$ cat config.mk
export PLATFORM = sky130hd
export DESIGN_NAME = prio_req_queue_disp_flat
export DESIGN_NICKNAME = d
export VERILOG_FILES = /design/src/rtl/seg7_pkg.sv /design/src/rtl/prio_req_queue_disp_if.sv /design/src/rtl/seg7_dec.sv /design/src/rtl/prio_req_queue_disp.sv /design/src/flat_wrapper.sv
export SDC_FILE = /design/constraint.sdc
export NUM_CORES = 1
export LEC_CHECK = 0
export CAP_MARGIN = 20
export CORE_ASPECT_RATIO = 2
export CORE_MARGIN = 2
export CORE_UTILIZATION = 25
export CTS_BUF_LIST = sky130_fd_sc_hd__clkbuf_16
export DETAILED_ROUTE_END_ITERATION = 10
export MAX_ROUTING_LAYER = met4
export PLACE_DENSITY = 0.55
export SLEW_MARGIN = 20
export SYNTH_ARGS = -nofsm -noshare
export SYNTH_HDL_FRONTEND = slang
export SYNTH_SLANG_ARGS = --single-unit
$ cat constraint.sdc
create_clock -name clk -period 2.2 [get_ports clk]
set_input_delay 0.44 -clock clk [delete_from_list [all_inputs] [get_ports clk]]
set_output_delay 0.44 -clock clk [all_outputs]
set_load 0.03 [all_outputs]
$ cat src/rtl/seg7_pkg.sv
// seg7_pkg: active-low seven-segment code table {g,f,e,d,c,b,a} and nibble encoder
package seg7_pkg;
    localparam logic [6:0] seg_blank = 7'h7F;
    localparam logic [6:0] seg_codes [16] = '{
        7'b1000000, 7'b1111001, 7'b0100100, 7'b0110000,
        7'b0011001, 7'b0010010, 7'b0000010, 7'b1111000,
        7'b0000000, 7'b0010000, 7'b0001000, 7'b0000011,
        7'b1000110, 7'b0100001, 7'b0000110, 7'b0001110
    };
    function automatic logic [6:0] seg7_encode(input logic [3:0] nib);
        return seg_codes[nib];
    endfunction
endpackage

$ cat src/rtl/prio_req_queue_disp_if.sv
// prio_req_queue_disp_if: request capture, grant handshake and display bundle
interface prio_req_queue_disp_if #(parameter int N = 8);
    localparam int W = $clog2(N);
    localparam int DIGITS = (W + 3) / 4;
    logic en;
    logic clr;
    logic [N-1:0] x;
    logic out_ready;
    logic out_valid;
    logic [W-1:0] out_idx;
    logic any;
    logic [7*DIGITS-1:0] hex;
    modport master(output en, clr, x, out_ready, input out_valid, out_idx, any, hex);
    modport slave(input en, clr, x, out_ready, output out_valid, out_idx, any, hex);
endinterface

$ cat src/rtl/seg7_dec.sv
// seg7_dec: combinational nibble to active-low segment decoder
module seg7_dec
    import seg7_pkg::*;
(
    input  logic [3:0] nib,
    output logic [6:0] seg
);
    assign seg = seg7_encode(nib);
endmodule

$ cat src/rtl/prio_req_queue_disp.sv
// prio_req_queue_disp: sticky request capture, fixed/round-robin grant register
// with valid/ready handshake, and registered hex display of the granted index
module prio_req_queue_disp
    import seg7_pkg::*;
#(
    parameter int N = 8,
    parameter int MODE = 0
) (
    input logic clk,
    input logic rst_n,
    prio_req_queue_disp_if.slave bus
);
    localparam int W = $clog2(N);
    localparam int DIGITS = (W + 3) / 4;
    logic [N-1:0] pending;
    logic [N-1:0] taken;
    logic [W-1:0] sel;
    logic [W-1:0] c;
    logic [4*DIGITS-1:0] sel_ext;
    logic [7*DIGITS-1:0] seg;
    logic [7*DIGITS-1:0] hex_q;
    logic [W-1:0] idx_q;
    logic valid_q;
    logic load;
    logic grant;
    assign load = ~valid_q | bus.out_ready;
    assign grant = load & (|pending);
    assign taken = grant ? (N'(1) << sel) : '0;
    assign sel_ext = (4*DIGITS)'(sel);
    assign bus.out_valid = valid_q;
    assign bus.out_idx = idx_q;
    assign bus.hex = hex_q;
    assign bus.any = |pending;
    if (MODE == 0) begin : g_fixed
        always_comb begin
            sel = '0;
            c = '0;
            for (int i = 0; i < N; i++) begin
                c = W'(i);
                sel = pending[c] ? c : sel;
            end
        end
    end else begin : g_rr
        logic [W-1:0] last;
        // scan from last itself (lowest priority) down to last-1 (highest), so the nearest hit wins
        always_comb begin
            sel = last;
            c = '0;
            for (int i = N; i >= 1; i--) begin
                c = W'((int'(last) + N - i) % N);
                sel = pending[c] ? c : sel;
            end
        end
        always_ff @(posedge clk or negedge rst_n)
            if (!rst_n) last <= '0;
            else if (!bus.clr && grant) last <= sel;
    end
    for (genvar k = 0; k < DIGITS; k++) begin : g_dig
        seg7_dec u_dec (.nib(sel_ext[4*k +: 4]), .seg(seg[7*k +: 7]));
    end
    always_ff @(posedge clk or negedge rst_n)
        if (!rst_n) begin
            pending <= '0;
            valid_q <= 1'b0;
            idx_q <= '0;
            hex_q <= {DIGITS{seg_blank}};
        end else if (bus.clr) begin
            pending <= '0;
            valid_q <= 1'b0;
            hex_q <= {DIGITS{seg_blank}};
        end else begin
            pending <= (pending & ~taken) | (bus.en ? bus.x : '0);
            if (load) begin
                valid_q <= grant;
                hex_q <= grant ? seg : {DIGITS{seg_blank}};
            end
            if (grant) idx_q <= sel;
        end
endmodule
$ cat src/flat_wrapper.sv
// flat-port wrapper written by rule: the top's interface ports become plain ports
module prio_req_queue_disp_flat import seg7_pkg::*;
#(
    parameter int N = 8,
    parameter int MODE = 0
)
  (clk, rst_n, bus_en, bus_clr, bus_x, bus_out_ready, bus_out_valid, bus_out_idx, bus_any, bus_hex);
  prio_req_queue_disp_if #(.N(N)) bus_i ();
  input logic clk;
  input logic rst_n;
  input wire logic [$bits(bus_i.en)-1:0] bus_en;
  input wire logic [$bits(bus_i.clr)-1:0] bus_clr;
  input wire logic [$bits(bus_i.x)-1:0] bus_x;
  input wire logic [$bits(bus_i.out_ready)-1:0] bus_out_ready;
  output wire logic [$bits(bus_i.out_valid)-1:0] bus_out_valid;
  output wire logic [$bits(bus_i.out_idx)-1:0] bus_out_idx;
  output wire logic [$bits(bus_i.any)-1:0] bus_any;
  output wire logic [$bits(bus_i.hex)-1:0] bus_hex;
  assign bus_i.en = bus_en;
  assign bus_i.clr = bus_clr;
  assign bus_i.x = bus_x;
  assign bus_i.out_ready = bus_out_ready;
  assign bus_out_valid = bus_i.out_valid;
  assign bus_out_idx = bus_i.out_idx;
  assign bus_any = bus_i.any;
  assign bus_hex = bus_i.hex;
  prio_req_queue_disp #(.N(N), .MODE(MODE)) u_core (.clk(clk), .rst_n(rst_n), .bus(bus_i));
endmodule
# Word level (Yosys, flattened, before mapping)
# Memories as Yosys holds them, arrays and structs flattened.
# Index checks and enable logic that the tools add are counted.
# op_classes
magnitude_cmp,1
shift,1
muxes,17
bitwise,8
reduce_logical,3
# ops
cell,count
2-to-1 mux 7 bit,5
2-to-1 mux 8 bit,3
2-to-1 mux 3 bit,6
AND 8 bit,1
NOT 8 bit,1
bitwise OR 8 bit,1
OR reduction 8 bit,1
"<< shifter 1 x 3 -> 8 bit, first input constant",1
">= comparator 5 bit, second input constant",1
NOT 3 -> 5 bit,1
2-to-1 mux 1 bit,3
NOT 1 bit,2
AND reduction 2 bit,1
nonzero test 2 bit,1
AND 1 bit,1
bitwise OR 1 bit,1
# word_totals
register_bits,19
mem_bits_ro,112
in_bits,13
word_cells,35
n_memories,1
# memory_table
name,words,width,rd,rd_clocked_by_memory_dff,write_ports,line,rtl
(no name shown),16,7,1,0,0,seg7_pkg.sv:11,return seg_codes[nib];

# Logic depth before layout (Yosys ltp)
# Gate-level depths: netlist (run 1).
# logic_depth
ltp_word,14
ltp_mapped,8

# Cells and area by module
# Synthesis (run 1) repeated with hierarchy kept, for this count alone.
# unflattened
cells_unflattened,128
area_unflattened_um2,1237.4
# by_module_without_submodules
mod,n_inst,cells_each,area_each_um2
prio_req_queue_disp,1,96,962.2
seg7_dec,1,32,275.3

# Least setup slack after synthesis (run 1)
# OpenSTA, ideal clock, no wires.
# synth_path
kind,reg-to-reg
from,register u_core.pending[3]
to,"register u_core.hex_q[4], in the netlist u_core.bus.hex[4]"
setup_time_ns,0.073
t_arrival_ns,1.778
required_time_ns,2.127
path_slack_ns,0.349
stages_incl_launch_ff,8
n_path_buf,0
synth_period_minus_slack_ns,1.851
path_cell_list,dfrtp_1 > nor2_1 > nor3_1 > nor3_1 > inv_1 > ha_1 > mux2_2 > a21oi_1
# synth_between
elab_chain_cells,12
# synth_rtl
element,line,rtl
"start, declared",prio_req_queue_disp.sv:15,logic [N-1:0] pending;
"start signal, assigned",prio_req_queue_disp.sv:72,pending <= (pending & ~taken) | (bus.en ? bus.x : '0);
2-to-1 mux 3 bit (5 in series),prio_req_queue_disp.sv:40,sel = pending[c] ? c : sel;
via u_core.g_dig[0].u_dec.nib[1],seg7_dec.sv:5,"input logic [3:0] nib,"
NOT 3 -> 5 bit (not written as such),seg7_pkg.sv:11,
memory read (16 x 7 bit),-,
2-to-1 mux 7 bit (not written as such) (2 in series),seg7_pkg.sv:11,
2-to-1 mux 7 bit,prio_req_queue_disp.sv:75,hex_q <= grant ? seg : {DIGITS{seg_blank}};
2-to-1 mux 7 bit,prio_req_queue_disp.sv:73,if (load) begin
2-to-1 mux 7 bit,prio_req_queue_disp.sv:67,end else if (bus.clr) begin
"end signal, assigned",prio_req_queue_disp.sv:66,hex_q <= {DIGITS{seg_blank}};
"end signal, assigned",prio_req_queue_disp.sv:70,hex_q <= {DIGITS{seg_blank}};
"end signal, assigned",prio_req_queue_disp.sv:75,
"end, declared",prio_req_queue_disp.sv:21,logic [7*DIGITS-1:0] hex_q;
# The timed path passes the listed nets, and every way through them passes these cells. The select of a mux whose other input is x is not followed.
# A chain may end at the register's enable or synchronous reset.

# Worst setup path after layout (run 1)
# layout_path
from,"register u_core.hex_q[3], in the netlist u_core.bus.hex[3]"
to,output bus_hex[3]
# layout_rtl
element,line,rtl
"end, declared",flat_wrapper.sv:18,output wire logic [$bits(bus_i.hex)-1:0] bus_hex;
# No word-level cell between the ends.

==> summary.txt, run 1 <==
die height = 92.6 um
DRC viols = 0
initial antenna violation count = 0
Layout fillers = 401
synthesized-area fraction occupied by adder cells = 7.65%
Synth Area in Compound Gates = 19.0%
Pwr Total = 1290 uW
status = completed
Setup Skew = 0.00169 ns
CTS Root Buffer Type = clkbuf_16
die area = 0.00447 mm^2
register area share after synthesis = 49.4%
Cell Pwr Density = 926 mW/mm^2
unrepaired setup endpoints after global routing = false
Max Root-Sink Buffers = 2
Final WS setup = 0.303 ns
first-pass GRT wire length = 4320 um
port bufs = 24
final slew viol count = 0
Critical Path RT = 1.76 ns
Yosys cell types = 24
NumNets Final = 151
Setup WS pre-CTS = 0.310 ns
TritonRoute pass-1 iters = 3
Tmin final = 1.90 ns
period utilization = 86.2%
largest net degree at the start of global routing = 20
slowest stage delay, CP = 0.67 ns
post-DP HPWL = 2030 um
FP Rows = 32
Total GRT Usage = 14.2%
Initial Util = 25.8%
Util after Layout = 36.6%
sinks on the clock net = 19
Core ar. = 0.00380 mm^2
xor and xnor area share after synthesis = 0%
via count = 866
relative slew slack = 72.2%
worst-path cell chain = clkdlybuf4s50_1
syn_nets = 119
Setup CP Type = flip-flop to output port
WL final = 2640 um
H-tree depth = 1
Hold Path Depth = 2
Worst VDD drop = 0.383 mV
Post-DRT Antenna Nets = 0
CP Max Fanout = 2
number of synthesized register bits = 19
Top delay family on crit path = buffers and inverters
largest family of logic cells by synthesized area = compound AO/OA/AOI/OAI gates
share of cells above drive strength 1 = 15.3%
total CTS buffers = 3
Mapped Area = 981 um^2
Lkg Pwr = 0.000577 uW
grt total ovfl = 0
Worst Setup Start Kind = flip-flop
WP depth = 1
area share of and/or/nand/nor cells after synthesis = 18.2%
Syn-to-layout area delta = 42.0%
Yosys Warn Count = 0
Slowest cell on crit path = clkdlybuf4s50_1
Multi-input gate area = 463 um^2
initial drt markers = 5
max-cap viol count = 0
Post-Syn Area per Cell = 9.81 um^2
Gate Count Post-Synth = 100
CTS tree = yes
RePlAce Congestion = 0.915
Worst-path clk slew = 0.05 ns
mux contribution to synthesized area = 2.30%
Slew @ Worst Pin = 0.415 ns
Fmax = 0.527 GHz
hold-fix buffers at CTS = 0
CP Data Arrival Time = 1.46 ns
ant diodes = 0
# IOs = 25
vias per inst = 4.76
worst min-delay path category = flip-flop to flip-flop
die width = 48.3 um
Clk Latency, worst-skew pair = 0.25 ns
final setup fails = 0
vias in the first global route = 974
register area = 484 um^2
routed len/inst = 14.5 um
critical path endpoint category = output port
final hold vios = 0
Min Hold Slack = 0.504 ns
post-route setup TNS = 0 ns
cells on worst reg2reg path = 7
number of buffers and inverters on the critical path = 1
flip-flops by register name (all words and copies together), names as in the netlist:
name                  flops
u_core.bus.hex            7
u_core.bus.out_idx        3
u_core.bus.out_valid      1
u_core.pending            8
Yosys cell counts:
cell	n	share of area, %
a21oi_1	12	6.1
clkbuf_1	2	0.77
o211ai_1	1	0.77
nor2b_1	1	0.64
nand3_1	1	0.51
nor2_1	14	5.4
nor3_1	3	1.5
o31ai_1	1	0.77
inv_1	4	1.5
dfstp_2	7	19
or4_1	1	0.77
a31oi_1	3	1.9
buf_6	1	1.1
mux2_2	2	2.3
nor4_4	1	2.2
nand2_1	14	5.4
ha_1	6	7.7
dfrtp_1	12	31
a311oi_2	1	1.5
o21ai_0	1	0.51
a22oi_1	3	2.3
nand2b_1	3	1.9
o21a_1	2	1.5
a311oi_1	4	3.6
per-layer routing:
metal / global-route usage, % / vias up / part of all wire [%]
met3: 1.75 / 7 / 3.0
met4: 10.1 / 0 / 4.8
met1: 14.2 / 421 / 38
met5: - / - / 0
met2: 23.0 / 20 / 54
li1: - / 418 / -
worst register-to-register path: stages (launching register included):
cell	delay, ns
dfrtp_1	0.39
nor2_1	0.30
nor3_1	0.09
nor3_1	0.19
inv_1	0.12
ha_1	0.27
mux2_2	0.27
a21oi_1	0.14
layout by cell type (no fill, tap or decap), types with 2 or more instances in the layout:
cell type / instances
clkdlybuf4s50_1: 23
nor2_1: 14
nand2_1: 14
a21oi_1: 12
dfrtp_1: 12
dfstp_2: 7
ha_1: 6
buf_4: 6
inv_1: 5
a311oi_1: 4
nor3_1: 3
nand2b_1: 3
a22oi_1: 3
a31oi_1: 3
clkbuf_16: 3
mux2_2: 2
o21a_1: 2
stage by stage:
step	std cells	cell area (um^2)
CTS	182	1390
detailed placement	178	1310
floorplan	100	981
global placement	178	1310
global route	182	1390
finish	182	1390
final timing paths:
check | startpoint | endpoint | slack, ns
min | u_core.bus.hex[0] | u_core.bus.hex[0] | 0.50
max in group asynchronous | rst_n | u_core.bus.hex[2] | 1.41
min reg2reg | u_core.bus.hex[0] | u_core.bus.hex[0] | 0.50
min in group asynchronous | rst_n | u_core.bus.out_idx[1] | 0.53
max reg2reg | u_core.pending[3] | u_core.bus.hex[4] | 0.35
max | u_core.bus.hex[3] | bus_hex[3] | 0.30
timing repair:
| item | in CTS | in global routing |
|---|---|---|
| setup buffers | 0 | 0 |
| setup endpoints to repair | 0 | 1 |
| gates resized for setup | 0 | 1 |
layout make-up:
cell class	count	area share, %
Inverter	4	1.08
Timing Repair Buffer	30	20.7
Tap cell	51	4.58
Clock inverter	1	0.270
Clock buffer	3	5.39
Multi-Input combinational cell	74	33.2
Sequential cell	19	34.8
cells by family after synthesis:
logic type      Yosys count
compound gates           28
fa+ha+maj                 6
buf+inv                   7
flops                    19
mux                       2
simple gates             38
where the power goes:
part | internal, uW | switching [uW] | leakage (uW) | total, uW
Sequential | 425 | 41.7 | 0.000226 | 467
Combinational | 195 | 258 | 0.000309 | 453
Clock | 242 | 128 | 0.0000423 | 370
Note: power is estimated with default switching activity, not from simulation.
==> inputs of run 2 (changes only) <==
Settings changed: CORE_ASPECT_RATIO 2 to default, CORE_UTILIZATION 25 to 40, PLACE_DENSITY 0.55 to 0.76.
==> run 2 against run 1 <==
Final cell count fell by 13%. Clock skew up 0.0018 ns. Critical path type unchanged. Sequential power barely moved. Largest cell class unchanged. Sequential share of layout area increased by 0.73 points. Clock-buffer cell count stayed put. Worst setup slack gained 0.015 ns. Critical path depth unchanged.
==> summary.txt, run 2 (synthesized netlist as in run 1, its figures left out) <==
status = completed (unchanged)
Clk Latency, worst-skew pair = 0.25 ns (about the same)
Critical Path RT = 1.76 ns (about the same)
initial antenna violation count = 0 (unchanged)
CTS Root Buffer Type = clkbuf_16 (unchanged)
Final Non-Filler Cells = 159 (was 182)
Multi-input gate area = 463 um^2 (unchanged)
Max Root-Sink Buffers = 2 (unchanged)
RePlAce Congestion = 0.921 (was 0.915)
unrepaired setup endpoints after global routing = false (unchanged)
WL final = 2240 um (was 2640 um)
Worst Setup Start Kind = flip-flop (unchanged)
Slowest cell on crit path = clkdlybuf4s50_1 (unchanged)
share of cells above drive strength 1 = 15.3% (unchanged)
worst min-delay path category = flip-flop to flip-flop (unchanged)
Cell Pwr Density = 940 mW/mm^2 (was 926 mW/mm^2)
Cells after DPL = 155 (was 178)
final hold vios = 0 (unchanged)
first-pass GRT wire length = 3660 um (was 4320 um)
die area = 0.00286 mm^2 (was 0.00447 mm^2)
Total GRT Usage = 18.6% (was 14.2%)
NumNets Final = 151 (unchanged)
Worst VDD drop = 0.592 mV (was 0.383 mV)
Gate power share = 35.1% (about the same)
via count = 864 (was 866)
final setup fails = 0 (unchanged)
Initial Util = 43.1% (was 25.8%)
Largest Register = u_core.pending (unchanged)
CTS tree = yes (unchanged)
critical path endpoint category = output port (unchanged)
Top delay family on crit path = buffers and inverters (unchanged)
ant diodes = 0 (unchanged)
die width = 53.5 um (was 48.3 um)
grt total ovfl = 0 (unchanged)
Largest register FFs = 8 (unchanged)
Fmax = 0.531 GHz (was 0.527 GHz)
Post-DRT Antenna Nets = 0 (unchanged)
Clock Power Share = 28.4% (was 28.7%)
initial drt markers = 21 (was 5)
slowest stage delay, CP = 0.66 ns (was 0.67 ns)
# Post-CTS Setup Buffers = 0 (unchanged)
Syn-to-layout area delta = 39.0% (was 42.0%)
register area = 484 um^2 (unchanged)
r2r setup slk = 0.33 ns (was 0.35 ns)
port bufs = 24 (unchanged)
TritonRoute pass-1 iters = 5 (was 3)
CP Max Fanout = 2 (unchanged)
Setup Skew = 0.00354 ns (was 0.00169 ns)
# IOs = 25 (unchanged)
worst-path cell chain = clkdlybuf4s50_1 (unchanged)
Area after DPL = 0.00128 mm^2 (was 0.00131 mm^2)
vias per inst = 5.43 (was 4.76)
post-route setup TNS = 0 ns (unchanged)
total CTS buffers = 3 (unchanged)
switch share = 32.7% (was 33.1%)
FP Rows = 17 (was 32)
H-tree depth = 1 (unchanged)
Lkg Pwr = 0.000577 uW (unchanged)
die height = 53.5 um (was 92.6 um)
final slew viol count = 0 (unchanged)
post-DP HPWL = 1670 um (was 2030 um)
sinks on the clock net = 19 (unchanged)
Layout fillers = 196 (was 401)
CP Data Arrival Time = 1.44 ns (was 1.46 ns)
largest net degree at the start of global routing = 20 (unchanged)
Tmin final = 1.88 ns (was 1.90 ns)
Seq pwr share = 36.5% (was 36.2%)
number of buffers and inverters on the critical path = 1 (unchanged)
Sw Pwr = 420 uW (was 428 uW)
relative slew slack = 71.9% (was 72.2%)
Setup CP Type = flip-flop to output port (unchanged)
most common cell after layout, fill and taps aside = clkdlybuf4s50_1 (unchanged)
Core ar. = 0.00228 mm^2 (was 0.00380 mm^2)
Internal = 862 uW (about the same)
routed len/inst = 14.1 um (was 14.5 um)
fin area = 0.00136 mm^2 (was 0.00139 mm^2)
Slew @ Worst Pin = 0.422 ns (was 0.415 ns)
Worst-path clk slew = 0.05 ns (about the same)
most frequent cells in the layout = clkdlybuf4s50_1 (23), nor2_1 (14), nand2_1 (14), a21oi_1 (12), dfrtp_1 (12) (unchanged)
vias in the first global route = 825 (was 974)
period utilization = 85.5% (was 86.2%)
DRC viols = 0 (unchanged)
Min Hold Slack = 0.503 ns (was 0.504 ns)
max-cap viol count = 0 (unchanged)
[run 2: cell counts in the layout (fill, tap and decap cells not counted)]
Identical to the previous run, type by type.
[run 2: worst paths after layout]
path                                    from           endpoint  depth (start not counted)
setup / recovery           u_core.bus.hex[0]         bus_hex[0]                          1
hold / removal             u_core.bus.hex[4]  u_core.bus.hex[4]                          2
setup reg to reg           u_core.pending[3]  u_core.bus.hex[4]                          7
hold reg to reg            u_core.bus.hex[4]  u_core.bus.hex[4]                          2
max in group asynchronous              rst_n  u_core.bus.hex[0]                          2
min in group asynchronous              rst_n  u_core.pending[6]                          2
[run 2: layout make-up]
| cell class | count | area share, % |
|---|---|---|
| Clock buffer | 3 | 5.50 |
| Multi-Input combinational cell | 74 | 33.9 |
| Tap cell | 28 | 2.57 |
| Timing Repair Buffer | 30 | 21.1 |
| Inverter | 4 | 1.10 |
| Sequential cell | 19 | 35.5 |
| Clock inverter | 1 | 0.275 |
[run 2: power groups by stage]
stage | sequential (uW) | combinational, uW | clock [uW]
4_1_cts | 468 | 452 | 373
6_report | 468 | 450 | 364
2_1_floorplan | 562 | 169 | 0
3_3_place_gp | 470 | 443 | 0
5_1_grt | 476 | 485 | 390
3_5_place_dp | 472 | 448 | 0
[run 2: metal layers]
metal / global-route usage (%) / vias to the layer above / routed length [um]
li1: - / 416 / -
met5: - / - / 0
met4: 7.69 / 0 / 21
met3: 4.24 / 2 / 130
met1: 24.2 / 418 / 1030
met2: 27.8 / 28 / 1060
[run 2: per-stage QoR]
stage / setup slack, ns / util (%) / total power [uW]
6_report: 0.318 / 59.9 / 1280
5_1_grt: 0.215 / 59.9 / 1350
4_1_cts: 0.0255 / 59.8 / 1290
3_5_place_dp: 0.285 / 56.3 / 920
3_3_place_gp: 0.318 / 56.3 / 913
2_1_floorplan: 0.349 / - / 732
[run 2: what timing repair did]
action | CTS | global route
hold endpoints to repair | 0 | 0
endpoints found under the setup margin | 0 | 1
gates resized for setup | 0 | 1
hold buffers | 0 | 0
